File: config.mk
export PLATFORM = sky130hd
export DESIGN_NAME = mem_port_arbiter
export DESIGN_NICKNAME = d
export VERILOG_FILES = /design/src/rtl/mem_port_arbiter.sv
export SDC_FILE = /design/constraint.sdc
export NUM_CORES = 1
export LEC_CHECK = 0
export CAP_MARGIN = 10
export CORE_UTILIZATION = 37
export CTS_CLUSTER_SIZE = 28
export DETAILED_ROUTE_END_ITERATION = 7
export HOLD_SLACK_MARGIN = 0.15
export PLACE_DENSITY = 0.77
export SLEW_MARGIN = 20
export SYNTH_ARGS = -nofsm -noshare
export SYNTH_HDL_FRONTEND = slang
export SYNTH_SLANG_ARGS = --single-unit
File: constraint.sdc
create_clock -name clk -period 4.6 [get_ports clk]
set_clock_uncertainty 0.15 [all_clocks]
set_input_delay 0.92 -clock clk [delete_from_list [all_inputs] [get_ports clk]]
set_output_delay 0.92 -clock clk [all_outputs]
set_load 0.01 [all_outputs]
File: src/rtl/mem_port_arbiter.sv
// Round-robin arbiter sharing one single-port memory between instruction fetch and data load/store.
// Each access holds the memory for MEM_LAT cycles, then pulses the owner's done for one cycle.
module mem_port_arbiter #(
    parameter int ADDR_W  = 32,
    parameter int DATA_W  = 32,
    parameter int MEM_LAT = 1
) (
    input  logic              clk,
    input  logic              rst,
    input  logic              if_req,
    input  logic [ADDR_W-1:0] if_addr,
    output logic [DATA_W-1:0] if_rdata,
    output logic              if_done,
    input  logic              d_req,
    input  logic              d_we,
    input  logic [ADDR_W-1:0] d_addr,
    input  logic [DATA_W-1:0] d_wdata,
    output logic [DATA_W-1:0] d_rdata,
    output logic              d_done,
    output logic              mem_en,
    output logic              mem_wr,
    output logic [ADDR_W-1:0] mem_addr,
    output logic [DATA_W-1:0] mem_wdata,
    input  logic [DATA_W-1:0] mem_rdata,
    output logic              busy,
    output logic              grant_id
);

    generate
        if (MEM_LAT < 1) begin : gLatCheck
            $error("mem_port_arbiter: MEM_LAT must be >= 1");
        end
    endgenerate

    localparam int CNT_W = (MEM_LAT < 2) ? 1 : $clog2(MEM_LAT + 1);

    typedef enum logic [1:0] {
        IDLE   = 2'd0,
        ACCESS = 2'd1,
        DONE   = 2'd2
    } state_t;

    state_t             state, stateNext;
    logic [CNT_W-1:0]   waitCnt, waitCntNext;
    logic               lastGrant, lastGrantNext;
    logic               accessWrite, accessWriteNext;
    logic               pickData;
    logic               grantNext, memEnNext, memWrNext, busyNext;
    logic               ifDoneNext, dDoneNext;
    logic [ADDR_W-1:0]  memAddrNext;
    logic [DATA_W-1:0]  memWdataNext, ifRdataNext, dRdataNext;

    // Next-state and next-output logic; every output is registered below.
    always_comb begin
        stateNext       = state;
        waitCntNext     = waitCnt;
        lastGrantNext   = lastGrant;
        accessWriteNext = accessWrite;
        grantNext       = grant_id;
        memEnNext       = 1'b0;
        memWrNext       = 1'b0;
        busyNext        = 1'b0;
        ifDoneNext      = 1'b0;
        dDoneNext       = 1'b0;
        memAddrNext     = mem_addr;
        memWdataNext    = mem_wdata;
        ifRdataNext     = if_rdata;
        dRdataNext      = d_rdata;
        // Data wins when it is the only requester, or on a tie when fetch had the last grant.
        pickData        = d_req & (~if_req | ~lastGrant);
        case (state)
            IDLE: begin
                if (if_req || d_req) begin
                    grantNext       = pickData;
                    lastGrantNext   = pickData;
                    accessWriteNext = pickData & d_we;
                    memAddrNext     = pickData ? d_addr : if_addr;
                    memWdataNext    = pickData ? d_wdata : mem_wdata;
                    memWrNext       = pickData & d_we;
                    memEnNext       = 1'b1;
                    busyNext        = 1'b1;
                    waitCntNext     = CNT_W'(MEM_LAT);
                    stateNext       = ACCESS;
                end else begin
                    stateNext       = IDLE;
                end
            end
            ACCESS: begin
                busyNext = 1'b1;
                if (waitCnt == CNT_W'(1)) begin
                    waitCntNext = {CNT_W{1'b0}};
                    stateNext   = DONE;
                    ifDoneNext  = ~grant_id;
                    dDoneNext   = grant_id;
                    if (!grant_id) begin
                        ifRdataNext = mem_rdata;
                    end else if (!accessWrite) begin
                        dRdataNext  = mem_rdata;
                    end else begin
                        dRdataNext  = d_rdata;
                    end
                end else begin
                    waitCntNext = waitCnt - CNT_W'(1);
                    memEnNext   = 1'b1;
                end
            end
            DONE: begin
                stateNext = IDLE;
            end
            default: begin
                stateNext = IDLE;
            end
        endcase
    end

    // State, counter and output registers with asynchronous reset.
    always_ff @(posedge clk or posedge rst) begin
        if (rst) begin
            state       <= IDLE;
            waitCnt     <= {CNT_W{1'b0}};
            lastGrant   <= 1'b1;
            accessWrite <= 1'b0;
            grant_id    <= 1'b0;
            mem_en      <= 1'b0;
            mem_wr      <= 1'b0;
            busy        <= 1'b0;
            if_done     <= 1'b0;
            d_done      <= 1'b0;
            mem_addr    <= {ADDR_W{1'b0}};
            mem_wdata   <= {DATA_W{1'b0}};
            if_rdata    <= {DATA_W{1'b0}};
            d_rdata     <= {DATA_W{1'b0}};
        end else begin
            state       <= stateNext;
            waitCnt     <= waitCntNext;
            lastGrant   <= lastGrantNext;
            accessWrite <= accessWriteNext;
            grant_id    <= grantNext;
            mem_en      <= memEnNext;
            mem_wr      <= memWrNext;
            busy        <= busyNext;
            if_done     <= ifDoneNext;
            d_done      <= dDoneNext;
            mem_addr    <= memAddrNext;
            mem_wdata   <= memWdataNext;
            if_rdata    <= ifRdataNext;
            d_rdata     <= dRdataNext;
        end
    end

endmodule

**Word-level counts from Yosys, hierarchy flattened**

Cells that the tools add are included.

- Word-level logic and storage cells: 50
- Flip-flop bits (word level): 139
- Bits of input ports: 133
- Output and inout bits: 134

- Bitwise gates (word level): 7
- Reductions and logical operators: 8
- Muxes and demuxes: 17
- Add/sub/neg operators: 1
- Equality and inequality tests: 3

Operators with widths:

| cell | count |
|---|---|
| 32-bit two-way mux | 1 |
| 1-bit two-way mux | 11 |
| 1-bit one-hot mux with 2 select lines | 3 |
| 3-bit AND reduction | 2 |
| 2-bit != test, second input constant | 2 |
| 1-bit inverter | 4 |
| 2-bit one-hot mux with 2 select lines | 1 |
| 2-bit AND reduction | 2 |
| 4-bit AND reduction | 1 |
| 1-bit AND | 2 |
| 2-bit by 1-bit equality test with 1-bit output, second input constant | 1 |
| 2-bit zero test | 1 |
| 2-bit two-way mux | 1 |
| 2-bit nonzero test | 1 |
| 1-bit logical OR | 1 |
| 1-bit OR | 1 |
| 1-bit subtractor, second input constant | 1 |

**Depth between registers and ports, before layout**

Gate-level depths: netlist (run 1).

- Depth in word-level cells: 6
- Depth in mapped cells: 5

**Worst setup path before layout (run 1)**

No wires, ideal clock.

- Kind: input to register
- From: input d_req
- To: register mem_wdata[0]
- Stages: 5
- Data arrival time: 2.080 ns
- Required time: 4.325 ns
- Path slack: 2.245 ns
- Cell sequence: a21bo_2 -> buf_6 -> nor3_4 -> buf_6 -> mux2_2

- Word-level cells in the longest chain between the ends: 2
- Elaborated cells between the ends (all ways): 3

RTL lines:

| element | RTL line | source |
|---|---|---|
| from (decl) | 14 | `input logic d_req,` |
| 1-bit AND or 1-bit logical OR (tied branches) | 70, 73 |  |
| 3-bit AND reduction (no source line) * | -- |  |
| to (signal assigned) | 130 | `mem_wdata <= {DATA_W{1'b0}};` |
| to (signal assigned) | 145 | `mem_wdata <= memWdataNext;` |
| to (decl) | 23 | `output logic [DATA_W-1:0] mem_wdata,` |

Mark *: on every way between the ends. The rest lies on a longest branch, timed or not.
A chain may end at the register's enable or synchronous reset.

**Worst setup path after layout (run 1)**

- From: input d_req
- To: register mem_wdata[26]

The elaborated chain is that of the path after synthesis.

==> impl_results.md, run 1 <==
* Outcome: finished, violations left
* Failing checks: design-rule violations
* Post-route DRC at 36
* CP max stage cell: clkdlybuf4s50_1
* Cell-internal power at 4.54 mW
* Setup tns final at 0 ps
* Cells taking the most area after synthesis: dfrtp_1 62%, mux2_2 31%, buf_6 1.8%
* Depth of the most critical reg-to-reg path at 4
* Unique masters post-synth at 19
* Routed vias at 3785
* RSZ-0062 raised after global routing: no
* Clk sink count at 139
* Clk root buf: clkbuf_16
* Hold WS at 341 ps
* FP Rows at 44
* Period utilization at between 60% and 70%
* Fmax at ~350 MHz
* Seq/Total Area, Yosys at between 60% and 70%
* Placed cells at 774
* Worst Hold Depth at 1
* Yosys warns at 0
* Comb pwr share at 44.4%
* Final wirelength at 13.3 mm
* CP max stage delay at 520 ps
* R2r endpoint: mem_wdata[17]$_DFFE_PP0P_
* Most frequent cells in the layout: 266 x clkdlybuf4s50_1, 154 x mux2_2, 138 x dfrtp_1, 17 x clkbuf_16, 6 x mux2_1
* DRT Pass-1 Iters at 6
* Reg power frac at 34.2%
* Most common cell after layout, fill and taps aside: clkdlybuf4s50_1
* Minimum clock period at 2840 ps
* Sw frac at 29.1%
* Initial antenna violation count at 0
* Hold crit path type: reg -> reg
* Worst r2r src: lastGrant$_DFFE_PP1P_
* Max clock buf depth at 2
* Worst setup path class: in -> reg
* Post-layout util at 61.6%
* Count of pins over their slew limit at 0
* Grt ovf at 0
* H-tree depth at 4
* Avg Vias per Cell at 4.69
* Initial Utilization at 38.2%
* Setup Buffers After CTS at 0
* Chip height at 125 um
* Routed length per instance at 16.5 um
* Top-area cell type share of the netlist area at 61.8%
* CTS Buf Count at 17
* Crit path required time at 4730 ps
* Buf+Inv Stages, Crit Path at 2
* Worst IR drop on VDD at 350 uV
* Post_cts resized at 0
* Lkg Pwr at between 3 and 4 nW
* Largest net degree at the start of global routing at 107
* Worst Setup SP: d_req
* I/O Buffers at between 200 and 300
* Initial DRC Count at 175
* Synthesized area per cell at roughly 17 um^2
* Final GP Congestion at 0.725
* Nets at around 740
* CP max FO at 36
* Post-synth top area cell: dfrtp_1
* Worst Tran Pin Value at slightly below 800 ps
* Critical path arrival at roughly 3000 ps
* CP delay by family, top: buffers and inverters
* Gate Count Post-Synth at approximately 340
* Hold_buf cts at 0
* Die footprint at 0.0156 mm^2
* Switching pwr at 1.87 mW
* Final setup fails at 0
* CP endpoint: mem_wdata[26]$_DFFE_PP0P_
* Cell depth of the worst setup path at 5
* CORE AREA at 0.0146 mm^2
* GRT Overall Usage at 18.1%
* Setup crit start kind: input port
* Worst R2R Setup Slack at about 2400 ps
* Share of cells above drive strength 1 at 31.5%
* Crit end category: flip-flop
* Synthesized area at approximately 0.0056 mm^2
* Slew HR at roughly 47%
* Syn nets at 470
* Antenna viol nets, final at 0
* Area delta synth->final at 61.4%
* Antenna diode count at 0
* Fillers at 1121
* # IOs at 267
* Clk slew on worst S/H paths at 60 ps
* Die X at 125 um
* First-pass GRT wire length at 21.9 mm
* Pwr/cell area at 711 mW/mm^2
* Skew-Pair Late Insertion Delay at 400 ps
* Yosys reg bits at 139
* Number of global-route vias before repair at approximately 4200
* Clock Power Share at a little over a fifth
* Max_cap viols at 0
* DP HPWL at between 9 and 10 mm
* Critical Path, Cell by Cell: clkdlybuf4s50_1, a21bo_2, nor3_4, buf_4, mux2_2
* CTS tree: yes
* Final hold vios at 0
* Final Non-Filler Cells at 807
[worst min path at each step]
stage	startpoint	to
after floorplan	lastGrant$_DFFE_PP1P_	lastGrant$_DFFE_PP1P_
after global placement	d_rdata[24]$_DFFE_PP0P_	d_rdata[24]$_DFFE_PP0P_
after detailed placement	mem_wdata[14]$_DFFE_PP0P_	mem_wdata[14]$_DFFE_PP0P_
after CTS	mem_wdata[14]$_DFFE_PP0P_	mem_wdata[14]$_DFFE_PP0P_
after global routing	if_rdata[7]$_DFFE_PP0P_	if_rdata[7]$_DFFE_PP0P_
final	d_rdata[25]$_DFFE_PP0P_	d_rdata[25]$_DFFE_PP0P_
[cell type report]
type / count / area [um^2] / share of cell area (%)
Tap cell: 184 / 230 / 2.55
Sequential cell: 139 / 3480 / 38.6
Clock buffer: 22 / 464 / 5.15
Multi-Input combinational cell: 180 / 1960 / 21.8
Inverter: 1 / 7.51 / 0.0832
Clock inverter: 10 / 140 / 1.55
Timing Repair Buffer: 271 / 2730 / 30.3
[synthesized netlist by cell type, drive strengths merged]
| cell type | number |
|---|---|
| a21bo | 1 |
| a21o | 2 |
| a22o | 1 |
| and2 | 2 |
| buf | 17 |
| dfrtp | 138 |
| dfstp | 1 |
| inv | 1 |
| mux2 | 160 |
| nand2 | 2 |
| nand2b | 1 |
| nor2 | 3 |
| nor2b | 1 |
| nor3 | 2 |
| nor3b | 1 |
| o21ai | 4 |
[per-layer routing]
| metal | GRT usage (%) | vias up | wire length [um] |
|---|---|---|---|
| met5 | 0 | - | 0 |
| met1 | 20.3 | 1857 | 5090 |
| met3 | 6.83 | 22 | 1160 |
| li1 | - | 1743 | - |
| met2 | 31.1 | 163 | 6760 |
| met4 | 6.96 | 0 | 288 |
[sequential cells by signal, indices dropped and copies added, names as in the netlist]
register	flops
d_rdata	32
state	2
d_done	1
mem_addr	32
busy	1
if_rdata	32
mem_en	1
mem_wr	1
mem_wdata	32
lastGrant	1
if_done	1
grant_id	1
accessWrite	1
waitCnt	1
[kinds of logic (layout without fill, tap and decap cells)]
group	Yosys count	after routing	share of synthesized area, %
buffers and inverters	18	304	2.78
DFF	139	139	62.3
and+or+nand+nor	12	12	1.75
muxes	160	160	32.2
AOI/OAI and AO/OA	8	8	0.963
[stage by stage]
step           power [mW]  instance area, um^2  setup slack [ps]
2_1_floorplan        3.51                 5590              1800
3_3_place_gp         4.98                 8390              1390
3_5_place_dp         5.06                 8390              1340
4_1_cts              6.47                 8990              1770
5_1_grt              6.77                 9020              1660
6_report             6.41                 9020              1760
[power groups by stage]
stage	logic (mW)	registers, mW	clock network, mW
finish	2.84	2.19	1.38
CTS	2.86	2.20	1.41
floorplan	1.05	2.46	0
global placement	2.80	2.18	0
detailed placement	2.85	2.21	0
global route	3.02	2.28	1.47
Power figures use the tool's default switching activity.
==> run 2: changes to the inputs <==
CORE_UTILIZATION = 40   (was 37)
PLACE_DENSITY = 0.79   (was 0.77)
clock period = 2.8 ns   (was 4.6 ns; I/O delays follow)
==> run 2 against run 1 <==
Against the previous run: the flow now finishes without violations; count of clock-buffer cells in the layout decreased by 1; die area decreased by 7.4%; total power increased by 69%; cell count decreased by 0.37%; register-to-register slack got worse by 1500 ps; utilization increased by 6.4 points; sequential share of layout area decreased by 0.52 points; flip-flop and latch count unchanged; worst hold slack got worse by 2.1 ps; non-clock buffer count increased by 5; via count increased by 1.5%.
==> impl_results.md, run 2 (synthesized netlist as in run 1, its figures left out) <==
* Outcome: complete, no violations (was finished, violations left)
* Placed cells at 772 (was 774)
* Final Non-Filler Cells at 804 (was 807)
* H-tree depth at 4 (unchanged)
* Crit path required time at 2090 ps (was 4730 ps)
* Hold worst-path end: mem_wdata[15]$_DFFE_PP0P_ (was d_rdata[25]$_DFFE_PP0P_)
* Sw frac at 28.6% (was 29.1%)
* Buf+Inv Stages, Crit Path at 1 (was 2)
* Initial Utilization at 41.5% (was 38.2%)
* Skew-Pair Late Insertion Delay at 410 ps (was 400 ps)
* Nets at 748 (was 743)
* Final wirelength at 14.1 mm (was 13.3 mm)
* Slew HR at 71.5% (was 47.0%)
* Worst IR drop on VDD at 846 uV (was 350 uV)
* Initial DRC Count at 56 (was 175)
* Worst setup path class: reg -> out (was in -> reg)
* Post-route DRC at 0 (was 36)
* Depth of the most critical reg-to-reg path at 4 (unchanged)
* Lkg Pwr at 3.76 nW (was 3.70 nW)
* Setup Buffers After CTS at 0 (unchanged)
* Final setup fails at 0 (unchanged)
* # IOs at 267 (unchanged)
* R2r endpoint: if_rdata[31]$_DFFE_PP0P_ (was mem_wdata[17]$_DFFE_PP0P_)
* Crit end category: output pin (was flip-flop)
* First-pass GRT wire length at 22.1 mm (was 21.9 mm)
* GRT Overall Usage at 20.2% (was 18.1%)
* CP max stage delay at 610 ps (was 520 ps)
* Die footprint at 0.0144 mm^2 (was 0.0156 mm^2)
* DRT Pass-1 Iters at 3 (was 6)
* Hold Path Origin: mem_wdata[15]$_DFFE_PP0P_ (was d_rdata[25]$_DFFE_PP0P_)
* Minimum clock period at approximately 2200 ps
* Final WS setup at 637 ps (was 1760 ps)
* Setup crit start kind: flip-flop (was input port)
* Final GP Congestion at 0.745 (was 0.725)
* Avg Vias per Cell at 4.78 (was 4.69)
* Routed length per instance at 17.5 um (was 16.5 um)
* Pwr/cell area at 1180 mW/mm^2 (was 711 mW/mm^2)
* Antenna diode count at 0 (unchanged)
* Clk sink count at 139 (unchanged)
* Share of cells above drive strength 1 at 32.5% (was 31.5%)
* Critical path arrival at 1450 ps (was 2970 ps)
* Final hold vios at 0 (unchanged)
* Hold crit path type: reg -> reg (unchanged)
* Switching pwr at 3.09 mW (was 1.87 mW)
* Clk root buf: clkbuf_16 (unchanged)
* Comb pwr share at 43.7% (was 44.4%)
* CTS tree: yes (unchanged)
* CORE AREA at 0.0135 mm^2 (was 0.0146 mm^2)
* Fmax at 462 MHz
* Routed vias at 3843 (was 3785)
* Initial antenna violation count at 0 (unchanged)
* DP HPWL at 10.5 mm (was 9.60 mm)
* Reg power frac at 33.3% (was 34.2%)
* Max clock buf depth at 2 (unchanged)
* Setup tns final at 0 ps (unchanged)
* Period utilization at 77.2%
* Clock Power Share at 23.0% (was 21.5%)
* Worst Tran Pin Value at 428 ps (was 795 ps)
* Die X at 120 um (was 125 um)
* Antenna viol nets, final at 0 (unchanged)
* Largest net degree at the start of global routing at 82 (was 107)
* Most frequent cells in the layout: 266 x clkdlybuf4s50_1, 154 x mux2_2, 138 x dfrtp_1, 17 x clkbuf_16, 6 x mux2_1 (unchanged)
* Area delta synth->final at 63.6% (was 61.4%)
* Worst R2R Setup Slack at 900 ps (was 2420 ps)
* Count of pins over their slew limit at 0 (unchanged)
* Clk slew on worst S/H paths at 50 ps (was 60 ps)
* RSZ-0062 raised after global routing: no (unchanged)
* Critical Path, Cell by Cell: clkdlybuf4s50_1 (was clkdlybuf4s50_1, a21bo_2, nor3_4, buf_4, mux2_2)
* FP Rows at 42 (was 44)
* CTS Buf Count at 17 (unchanged)
* Number of global-route vias before repair at 4362 (was 4188)
* CP delay by family, top: buffers and inverters (unchanged)
* Most common cell after layout, fill and taps aside: clkdlybuf4s50_1 (unchanged)
* I/O Buffers at 266 (unchanged)
* Worst Setup Slack post-DPL at 370 ps (was 1340 ps)
* Post_cts resized at 0 (unchanged)
* Cell-internal power at 7.71 mW (was 4.54 mW)
* Grt ovf at 0 (unchanged)
* Worst r2r src: state[1]$_DFFE_PP0P_ (was lastGrant$_DFFE_PP1P_)
* Hold_buf cts at 0 (unchanged)
* CP max FO at 4 (was 36)
* CP max stage cell: clkdlybuf4s50_1 (unchanged)
* Post-layout util at 68.0% (was 61.6%)
* Max_cap viols at 0 (unchanged)
* Worst Hold Depth at 1 (unchanged)
* Chip height at 120 um (was 125 um)
## run 2: cell types whose count changed in the layout (fill, tap and decap cells not counted)
| cell | previous run | this run |
|---|---|---|
| clkbuf_1 | 3 | 0 |
| inv_6 | 1 | 0 |
| buf_12 | 1 | 5 |
| clkinv_4 | 3 | 1 |
| clkinvlp_4 | 1 | 3 |
| clkbuf_8 | 2 | 4 |
| buf_16 | 1 | 0 |
| buf_4 | 3 | 5 |
| bufinv_16 | 3 | 5 |
## run 2: worst max path at each step
| stage | to | depth (start not counted) | slack (ps) | start |
|---|---|---|---|---|
| finish | grant_id | 1 | 640 | grant_id$_DFFE_PP0P_ |
| global route | grant_id | 1 | 580 | grant_id$_DFFE_PP0P_ |
| CTS | grant_id | 1 | 600 | grant_id$_DFFE_PP0P_ |
| detailed placement | mem_addr[28]$_DFFE_PP0P_ | 5 | 370 | if_req |
| global placement | mem_wdata[18]$_DFFE_PP0P_ | 5 | 400 | d_req |
| floorplan | accessWrite$_DFFE_PP0P_ | 1 | 360 | rst |
## run 2: per-layer routing
metal  vias up  global-route usage [%]  share of wire, %
met5         -                       0                 0
met4         0                    8.98               1.8
met1      1893                    20.4                36
met3        21                    8.21                10
met2       175                    36.4                52
li1       1754                       -                 -
## run 2: stage by stage
stage	power, mW	instance area, um^2	hold WS, ps
global route	11.4	9140	355
floorplan	5.77	5590	344
CTS	10.9	9140	344
global placement	8.24	8470	319
finish	10.8	9140	339
detailed placement	8.41	8470	328
## run 2: power by group through the flow
stage	clock [mW]	combinational, mW	sequential (mW)
2_1_floorplan	0	1.73	4.04
3_3_place_gp	0	4.67	3.57
3_5_place_dp	0	4.77	3.64
4_1_cts	2.54	4.79	3.61
5_1_grt	2.62	5.01	3.74
6_report	2.49	4.72	3.60
## run 2: layout make-up
class	count	area, um^2
Fill cell	963	4310
Inverter	1	7.51
Timing Repair Buffer	276	2800
Tap cell	176	220
Sequential cell	139	3480
Multi-Input combinational cell	180	1960
Clock buffer	21	480
Clock inverter	11	189
==> run 3: changes to the inputs <==
clock period = 2.2 ns   (was 2.8 ns; I/O delays follow)
==> run 3 against run 2 <==
Against the previous run: wire length increased by 0.56%; clock power up 23%; via count down 0.21%; sequential share of layout area barely moved; first-iteration DRC count fell by 5.4%; combinational power grew 28%; critical path depth unchanged; cell count rose by 0.12%; global-route usage up 0.18 points; final area barely moved; die area unchanged.
==> impl_results.md, run 3 (synthesized netlist as in run 1, its figures left out) <==
* Final Non-Filler Cells at 805 (was 804)
* Grt ovf at 0 (unchanged)
* Final wirelength at 14.1 mm (about the same)
* Setup Buffers After CTS at 0 (unchanged)
* Worst IR drop on VDD at 788 uV (was 846 uV)
* Worst setup path class: reg -> out (unchanged)
* DP HPWL at 10.2 mm (was 10.5 mm)
* Nets at 749 (was 748)
* Pwr/cell area at 1500 mW/mm^2 (was 1180 mW/mm^2)
* Worst Tran Pin Value at 423 ps (was 428 ps)
* RSZ-0062 raised after global routing: no (unchanged)
* Area delta synth->final at 63.7% (was 63.6%)
* Initial antenna violation count at 1 (was 0)
* H-tree depth at 4 (unchanged)
* Most frequent cells in the layout: 266 x clkdlybuf4s50_1, 154 x mux2_2, 138 x dfrtp_1, 17 x clkbuf_16, 7 x buf_12 (was 266 x clkdlybuf4s50_1, 154 x mux2_2, 138 x dfrtp_1, 17 x clkbuf_16, 6 x mux2_1)
* Placed cells at 773 (was 772)
* Minimum clock period at 2080 ps
* Lkg Pwr at 3.76 nW (about the same)
* Routed length per instance at 17.6 um (was 17.5 um)
* Share of cells above drive strength 1 at 32.6% (was 32.5%)
* Slew HR at 71.8% (was 71.5%)
* Setup crit start kind: flip-flop (unchanged)
* Number of global-route vias before repair at 4260 (was 4362)
* Setup tns final at 0 ps (unchanged)
* Clk slew on worst S/H paths at 60 ps (was 50 ps)
* Final setup fails at 0 (unchanged)
* FP Rows at 42 (unchanged)
* Buf+Inv Stages, Crit Path at 1 (unchanged)
* Crit end category: output pin (unchanged)
* Clk sink count at 139 (unchanged)
* Initial DRC Count at 53 (was 56)
* CP max stage cell: clkdlybuf4s50_1 (unchanged)
* CP max stage delay at 650 ps (was 610 ps)
* CTS tree: yes (unchanged)
* Count of pins over their slew limit at 0 (unchanged)
* Max_cap viols at 0 (unchanged)
* Outcome: complete, no violations (unchanged)
* Post_cts resized at 0 (unchanged)
* Routed vias at 3835 (was 3843)
* Skew-Pair Late Insertion Delay at 410 ps (about the same)
* Hold_buf cts at 0 (unchanged)
* CP max FO at 4 (unchanged)
* Fmax at 480 MHz
* Crit path required time at 1610 ps (was 2090 ps)
* Avg Vias per Cell at 4.76 (was 4.78)
* Final GP Congestion at 0.734 (was 0.745)
* Die X at 120 um (unchanged)
* # IOs at 267 (unchanged)
* CP delay by family, top: buffers and inverters (unchanged)
* Critical path arrival at 1490 ps (was 1450 ps)
* Critical Path, Cell by Cell: clkdlybuf4s50_1 (unchanged)
* Largest net degree at the start of global routing at 81 (was 82)
* Most common cell after layout, fill and taps aside: clkdlybuf4s50_1 (unchanged)
* Final hold vios at 0 (unchanged)
* CTS Buf Count at 17 (unchanged)
* Clk root buf: clkbuf_16 (unchanged)
* First-pass GRT wire length at 22.3 mm (was 22.1 mm)
* Max clock buf depth at 2 (unchanged)
* CORE AREA at 0.0135 mm^2 (unchanged)
* Fillers at 970 (was 963)
* Post-route DRC at 0 (unchanged)
* DRT Pass-1 Iters at 4 (was 3)
* Die footprint at 0.0144 mm^2 (unchanged)
* Hold crit path type: in -> async (was reg -> reg)
* Initial Utilization at 41.5% (unchanged)
* GRT Overall Usage at 20.4% (was 20.2%)
* I/O Buffers at 266 (unchanged)
* Antenna viol nets, final at 0 (unchanged)
* Chip height at 120 um (unchanged)
* Period utilization at around 95%
* Antenna diode count at 0 (unchanged)
==> run 3: changes by cell type in the layout (fill, tap and decap cells not counted) <==
cell,change
buf_12,+2
buf_4,-1
bufinv_16,-1
clkinv_4,-1
clkinvlp_4,+2
==> run 3: layer usage <==
layer  global-route usage (%)  wire length [um]
met5                        0                 0
met4                     7.34               184
met3                     7.83              1420
met2                     37.6              7470
met1                     20.8              5060
==> run 3: worst min-delay path, delay by kind of cell <==
| family | cells | cell delay, ps |
|---|---|---|
| buffers and inverters | 3 | 840 |
==> run 3: final cells by class <==
type	count	area, um^2	area share [%]
well taps	176	220	2.41
inverters	1	7.51	0.0820
flip-flops and latches	139	3480	38.0
repair buffers	277	2830	31.0
multi-input cells	180	1960	21.5
clock inverters	11	165	1.80
clock buffers	21	480	5.25
==> run 3: path summary, 6_finish.rpt <==
kind / startpoint / end / slack, ps / cells past startpoint
max in group asynchronous: rst / lastGrant$_DFFE_PP1P_ / 1180 / 3
worst max register to register: state[1]$_DFFE_PP0P_ / if_rdata[30]$_DFFE_PP0P_ / 320 / 4
worst min-delay path: rst / d_rdata[21]$_DFFE_PP0P_ / 330 / 3
min in group clk: mem_wdata[17]$_DFFE_PP0P_ / mem_wdata[17]$_DFFE_PP0P_ / 340 / 1
worst min register to register: mem_wdata[17]$_DFFE_PP0P_ / mem_wdata[17]$_DFFE_PP0P_ / 340 / 1
worst max-delay path: grant_id$_DFFE_PP0P_ / grant_id / 120 / 1
==> run 3: per-stage QoR <==
step                      cell area [um^2]  worst slack, ps  total power [mW]  hold slack, ps  util [%]
after global routing                  9150             67.0              14.4             359      68.0
after floorplan                       5590             -124              7.34             344         -
after CTS                             9150              105              13.9             341      68.0
after global placement                8500            -25.6              10.5             319      63.2
final                                 9150              116              13.7             327      68.0
after detailed placement              8500            -59.6              10.7             328      63.2
==> run 3: where the power goes <==
part	internal, mW	switching (mW)	total (mW)
Sequential	3.88	0.710	4.59
Combinational	3.84	2.19	6.03
Clock	2.01	1.05	3.06
